<file path="src/rtl/logic_op_bist.sv">
// rtl/logic_op_bist.sv - BIST sweep engine for the ALU XOR/AND/OR logic units
// Drives every (i, j) operand pair onto the unit, checks its result and logs mismatches.
module logic_op_bist #(
  parameter int WIDTH   = 32,
  parameter int OP_BITS = 8,
  parameter int ERR_W   = 2*OP_BITS+1
) (
  input  logic               clk,
  input  logic               reset_n,
  input  logic               start,
  input  logic [1:0]         op_sel,
  output logic [WIDTH-1:0]   dut_a,
  output logic [WIDTH-1:0]   dut_b,
  input  logic [WIDTH-1:0]   dut_x,
  output logic               busy,
  output logic               done,
  output logic               pass,
  output logic               bad_op,
  output logic [ERR_W-1:0]   err_count,
  output logic               fail_valid,
  output logic [OP_BITS-1:0] fail_a,
  output logic [OP_BITS-1:0] fail_b
);

  localparam logic [1:0] IDLE  = 2'd0;
  localparam logic [1:0] DRIVE = 2'd1;
  localparam logic [1:0] CHECK = 2'd2;
  localparam logic [1:0] DONE  = 2'd3;

  localparam logic [1:0] OP_XOR = 2'b00;
  localparam logic [1:0] OP_AND = 2'b01;
  localparam logic [1:0] OP_OR  = 2'b10;
  localparam logic [1:0] OP_BAD = 2'b11;

  localparam logic [OP_BITS-1:0] OP_ONE  = OP_BITS'(1);
  localparam logic [ERR_W-1:0]   ERR_ONE = ERR_W'(1);
  localparam int                 PAD     = WIDTH - OP_BITS;

  logic [1:0]         state;
  logic [1:0]         opReg;
  logic [OP_BITS-1:0] i;
  logic [OP_BITS-1:0] j;
  logic [OP_BITS-1:0] nextI;
  logic [OP_BITS-1:0] nextJ;
  logic [WIDTH-1:0]   expected;
  logic               mismatch;
  logic               lastPair;
  logic [ERR_W-1:0]   errNext;

  always_comb begin
    expected = '0;
    case (opReg)
      OP_XOR:  expected = dut_a ^ dut_b;
      OP_AND:  expected = dut_a & dut_b;
      OP_OR:   expected = dut_a | dut_b;
      default: expected = '0;
    endcase
  end

  // j is the inner loop; i advances only when j wraps.
  always_comb begin
    nextJ    = j + OP_ONE;
    nextI    = (&j) ? (i + OP_ONE) : i;
    lastPair = (&i) && (&j);
    mismatch = (dut_x != expected);
    errNext  = err_count;
    if (mismatch && !(&err_count)) errNext = err_count + ERR_ONE;
  end

  always_ff @(posedge clk) begin
    if (!reset_n) begin
      state      <= IDLE;
      opReg      <= OP_XOR;
      i          <= '0;
      j          <= '0;
      dut_a      <= '0;
      dut_b      <= '0;
      pass       <= 1'b0;
      bad_op     <= 1'b0;
      err_count  <= '0;
      fail_valid <= 1'b0;
      fail_a     <= '0;
      fail_b     <= '0;
    end else begin
      case (state)
        IDLE: begin
          if (start) begin
            opReg      <= op_sel;
            err_count  <= '0;
            fail_valid <= 1'b0;
            fail_a     <= '0;
            fail_b     <= '0;
            pass       <= 1'b0;
            i          <= '0;
            j          <= '0;
            dut_a      <= '0;
            dut_b      <= '0;
            if (op_sel == OP_BAD) begin
              bad_op <= 1'b1;
              state  <= DONE;
            end else begin
              bad_op <= 1'b0;
              state  <= DRIVE;
            end
          end
        end
        DRIVE: state <= CHECK;
        CHECK: begin
          err_count <= errNext;
          if (mismatch && !fail_valid) begin
            fail_valid <= 1'b1;
            fail_a     <= i;
            fail_b     <= j;
          end
          i <= nextI;
          j <= nextJ;
          if (lastPair) begin
            state <= DONE;
            dut_a <= '0;
            dut_b <= '0;
            pass  <= (errNext == '0);
          end else begin
            state <= DRIVE;
            dut_a <= {{PAD{1'b0}}, nextI};
            dut_b <= {{PAD{1'b0}}, nextJ};
          end
        end
        default: state <= IDLE;
      endcase
    end
  end

  assign busy = (state == DRIVE) || (state == CHECK);
  assign done = (state == DONE);

endmodule

</file>
<file path="config.mk">
export PLATFORM = sky130hd
export DESIGN_NAME = logic_op_bist
export DESIGN_NICKNAME = d
export VERILOG_FILES = /design/src/rtl/logic_op_bist.sv
export SDC_FILE = /design/constraint.sdc
export NUM_CORES = 1
export LEC_CHECK = 0
export BUFFER_PORTS_ARGS = -buffer_cell sky130_fd_sc_hd__buf_2
export CAP_MARGIN = 10
export CORE_MARGIN = 2
export CORE_UTILIZATION = 30
export DETAILED_ROUTE_END_ITERATION = 16
export PLACE_DENSITY = 0.48
export SLEW_MARGIN = 15
export SYNTH_ARGS = -nofsm -noshare
export SYNTH_HDL_FRONTEND = slang
export SYNTH_SLANG_ARGS = --single-unit
</file>
<file path="constraint.sdc">
create_clock -name clk -period 3.46 [get_ports clk]
set_input_delay 0.346 -clock clk [delete_from_list [all_inputs] [get_ports clk]]
set_output_delay 0.346 -clock clk [all_outputs]
set_load 0.02 [all_outputs]
</file>
After elaboration in Yosys (flattened, before gate mapping)
Index checks and enable logic that the tools add are counted.

Output and inout port bits: 102. Flip-flop bits (word level): 120. Input port bits: 37. Word-level logic and storage cells: 72.

Reduce and logical (&&, ||, !) cells: 17. Multiplexer cells: 27. Add/subtract/negate cells: 3. Equal/unequal tests: 10. Bitwise logic cells: 3.

Operator list (count): 32-bit case mux with 2 select lines (2); 32-bit case mux with 3 select lines (1); 8-bit case mux with 2 select lines (4); 8-bit two-way mux (6); 17-bit two-way mux (2); 17-bit case mux with 2 select lines (1); 32-bit AND (1); 32-bit two-way mux (1); 32-bit != test (1); 32-bit OR (1); 32-bit bitwise XOR (1); 17-bit by 1-bit adder with 17-bit output, second input constant (1); 17-bit logical NOT (1); 17-bit AND reduction (1); 8-bit by 1-bit adder with 8-bit output, second input constant (2); 8-bit AND reduction (2); 2-bit == test, second input constant (4); 2-bit two-way mux (3); 2-bit != test, second input constant (3); 2-bit case mux with 3 select lines (1); 3-bit AND reduction (2); 2-bit by 1-bit == test with 1-bit output, second input constant (2); 2-bit logical NOT (2); 1-bit two-way mux (4); 6 further kinds (11).

Depth between registers and ports, before layout
Depth in word-level cells: 8. Mapped depth: 16. Depth with buffers taken out: 14.

Worst setup path before layout
Ideal clock, no wire load.

Path kind: register -> register. Start point: reg err_count[0]. End point: reg pass. Path buffers: 2. Data required time: 3373 ps. Setup slack: 221 ps. Setup time: 87 ps. Arrival time: 3152 ps. Stages on the path, launching flop included: 15. Clock period less this slack: 3239 ps. Cell sequence: dfxtp_1 ha_1 and3_1 and3_1 clkbuf_1 nand2_1 nor2_1 ha_1 clkbuf_1 nor3b_1 nand2_1 or3_1 o32a_1 a221o_1 o31ai_1.

Word-level cells in the longest chain between the ends: 7. Elaborated cells on any way between the ends: 8. Those cells by class: 1 x add/sub; 3 x mux; 4 x reduce/logical.

RTL lines: from (decl) (RTL line 19) `output logic [ERR_W-1:0] err_count,`; from (signal assigned) (RTL line 109) `err_count <= errNext;`; branches (longest 3 deep; another with 17-bit by 1-bit adder with 17-bit output); 17-bit two-way mux (*) (RTL line 67) `if (mismatch && !(&err_count)) errNext = err_count + ERR_ONE;`; 17-bit logical NOT (*) (RTL line 121) `pass <= (errNext == '0);`; 1-bit two-way mux (*) (RTL line 117) `if (lastPair) begin`; 1-bit case mux with 2 select lines (*) (RTL line 85) `case (state)`; to (signal assigned) (RTL line 121); to (decl) (RTL line 17) `output logic pass,`.

Every way passes the cells marked *. The select of a mux whose other input is x is not followed. A chain may end at the register's enable or synchronous reset.

Worst setup path in the final report
Start point: reg dut_a[1]. End point: reg pass.

Word-level cells in the longest chain between the ends: 8. Elaborated cells on any way between the ends: 10. Those cells by class: 1 x eq/ne; 4 x mux; 3 x bitwise; 2 x reduce/logical.

RTL lines: from (decl) (RTL line 12) `output logic [WIDTH-1:0] dut_a,`; from (signal assigned) (RTL line 124) `dut_a <= {{PAD{1'b0}}, nextI};`; 32-bit OR (tied with other cells) (RTL line 55) `OP_OR: expected = dut_a | dut_b;`; 32-bit case mux with 3 select lines (*) (RTL line 52) `case (opReg)`; 32-bit != test (*) (RTL line 65) `mismatch = (dut_x != expected);`; 1-bit logical AND (*) (RTL line 67); 17-bit two-way mux (*) (RTL line 67); 17-bit logical NOT (*) (RTL line 121); 1-bit two-way mux (*) (RTL line 117); 1-bit case mux with 2 select lines (*) (RTL line 85).

Every way passes the cells marked *; elsewhere a longest branch is shown, timed or not. The select of a mux whose other input is x is not followed.

==> key figures <==
Outcome
  – Outcome: finished clean

STA
  – Final min period: ~3200 ps
  – # setup viols final: 0
  – Worst Tran Pin Value: 822 ps
  – Slew Viols, Final: 0
  – Setup Skew: between 5 and 6 ps
  – Setup_tns: 0 ps
  – Ratio of final minimum period to clock period: between 90% and 100%
  – RSZ-0062 raised after global routing: no
  – Final hold vios: 0
  – Worst slew margin: ~45%
  – Min Hold Slack: around 280 ps
  – Final Worst Setup Slack: 290 ps
  – Fmax: about 0.32 GHz

Synthesis
  – Synth Instances: 569
  – Yosys cell types: between 50 and 60
  – Post-synth ARST share: 0%
  – Synth Flop Type: dfxtp_1
  – #FFs+latches synth: 72
  – Synth Cell Area: ~4500 um2
  – EDFF count, synth: 0
  – Sequential element share of the synthesized area: between 30% and 40%
  – Yosys warns: 0
  – Syn_area_per_cell: approximately 7.9 um2

Clocking
  – CTS clock-pin slew for the worst setup and hold paths: around 60 ps
  – CTS resizes: 0
  – Setup Buffers After CTS: 0
  – TritonCTS clock tree: done
  – Num CTS Buffers: 9
  – # H-tree levels: 3
  – CTS root buffer: clkbuf_16
  – Clk Latency, worst-skew pair: approximately 340 ps
  – Clock sink count: between 70 and 80
  – Post-CTS Hold Fix Bufs: 0
  – Clock tree buffer depth: 2

Critical path
  – CP arrival: roughly 3400 ps
  – Setup slack, reg-to-reg: 290 ps
  – CP endpoint kind: flip-flop
  – Crit path launch: dut_a[1]
  – WS Path Type: reg -> reg
  – CP Max Fanout: 9
  – R2r endpoint: pass
  – Req. time, crit path: between 3000 and 4000 ps
  – Worst Setup Start Kind: flip-flop
  – Crit path to: pass
  – Reg2reg start: dut_a[1]
  – Worst reg-to-reg path cell count: 11

Placement
  – GPL Wtd Cong: approximately 0.83
  – Area after DPL: 4990 um2
  – Port buffer count: 90
  – Final HPWL DP: 9470 um
  – DP Worst Slack: around 170 ps

Die
  – Die Span Y: 127 um
  – Die W: 127 um
  – Cell Rows: 44
  – I/O Pins: between 100 and 150
  – Die area: roughly 16,000 um2
  – Core area: approximately 15,000 um2
  – Initial Util: a little under a third

Global route
  – Largest net degree at the start of global routing: between 40 and 50
  – Grt total ovfl: 0
  – Vias in the first global route: 3,880
  – Gr usage total: ~16%
  – Initial antenna violation count: 0
  – Global-route wire length before repair: 20,600 um

Finish
  – Nets: 711
  – Layout cells sized above 1: ~22%
  – Number of diodes: 0
  – Fillcell total: roughly 1,500
  – Commonest non-fill, non-tap cells in the layout: buf_2, nor2_1, dfxtp_1
  – Layout area overhead: 18.3%
  – Multi-input logic area: about 2600 um2
  – FF+latch area: around 1400 um2
  – Most common cell after layout, fill and taps aside: buf_2
  – Design area: approximately 5300 um2

Hold path
  – Hold Crit Class: in -> reg

Flow run
  – Max-Cap Viols: 0

Routing
  – Routed length per instance: between 15 and 20 um
  – Remaining antenna violation count: 0
  – Initial drt markers: 231
  – Via-per-instance ratio: about 5.0
  – Final wirelength: about 13,000 um
  – TritonRoute pass-1 iters: 4
  – Vias post-DR: between 4,000 and 5,000
  – DRC Markers: 0

Pwr
  – Power Density: 411 nW/um2
  – Pwr Total: around 0.0022 W
  – Worst VDD drop: between 0.15 and 0.2 mV
  – LEAKAGE: 2.26 nW
## stage by stage
| stage | instances | utilization, % |
|---|---|---|
| 2_1_floorplan | 616 | - |
| 3_3_place_gp | 823 | 34.2 |
| 3_5_place_dp | 823 | 34.2 |
| 4_1_cts | 839 | 36.5 |
| 5_1_grt | 839 | 36.6 |
| 6_report | 839 | 36.6 |
## cell usage after synthesis, types with 7 or more instances
library cell	number	share of area (%)
o211ai_1	8	1.3
nand3_1	13	1.4
a21oi_1	36	4.0
nand2_1	47	3.9
xnor2_1	11	2.1
buf_4	48	8.0
o21ai_0	26	2.9
a22oi_1	34	5.7
inv_1	24	2.0
nor4_1	9	1.2
and3_1	8	1.1
xor2_1	7	1.4
ha_1	24	6.7
dfxtp_1	72	32
nand4_1	9	1.2
a31oi_1	8	1.1
nor3b_1	7	1.2
clkbuf_1	31	2.6
nor2_1	71	5.9
## how the worst min path moves through the flow
stage	start	to	cells past startpoint
after floorplan	i[6]	i[6]	2
after global placement	pass	pass	2
after detailed placement	pass	pass	2
after CTS	op_sel[1]	opReg[1]	3
after global routing	op_sel[0]	opReg[0]	3
final	op_sel[1]	opReg[1]	3
## flip-flops by register name, indices dropped and copies added (netlist names)
signal      flops
err_count      17
dut_a           8
dut_b           8
fail_a          8
fail_b          8
i               8
j               8
opReg           2
state           2
bad_op          1
fail_valid      1
pass            1
## critical path: stages (launching register included)
cell and delay [ps]:
dfxtp_1 400, inv_1 60, ha_1 280, mux2_2 270, o211ai_1 190, a22oi_1 120, and4_1 290, buf_4 190
a21oi_2 410, nand3_1 210, a221o_1 420, o31ai_1 230
## cells by family (layout without fill, tap and decap cells)
logic type	Yosys count	in the layout	synth area share, %
compound gates	143	143	21.2
xor+xnor	18	18	3.49
fa+ha+maj	24	24	6.66
buf+inv	111	150	13.8
flops	72	72	31.9
mux	11	11	2.91
other cells	1	48	0.0831
simple gates	189	189	19.9
## routing by layer
metal / vias up / global-route usage [%] / share of wire, %
met5: - / 0 / 0
met4: 0 / 6.14 / 2.2
met3: 18 / 2.70 / 5.6
met2: 142 / 24.0 / 42
met1: 1937 / 23.0 / 50
li1: 2083 / - / -
## cell type report
cell class | count | area share [%]
Clock buffer | 10 | 4.48
Clock inverter | 6 | 1.71
Inverter | 25 | 1.76
Multi-Input combinational cell | 433 | 49.4
Sequential cell | 72 | 27.0
Tap cell | 184 | 4.31
Timing Repair Buffer | 109 | 11.3
## where the power goes
group	leakage [nW]	internal (W)	total, W	switching [W]
Combinational	1.51	0.0000818	0.000296	0.000214
Clock	0.163	0.000655	0.00104	0.000388
Sequential	0.581	0.000839	0.000856	0.0000169
Power figures use the tool's default switching activity.
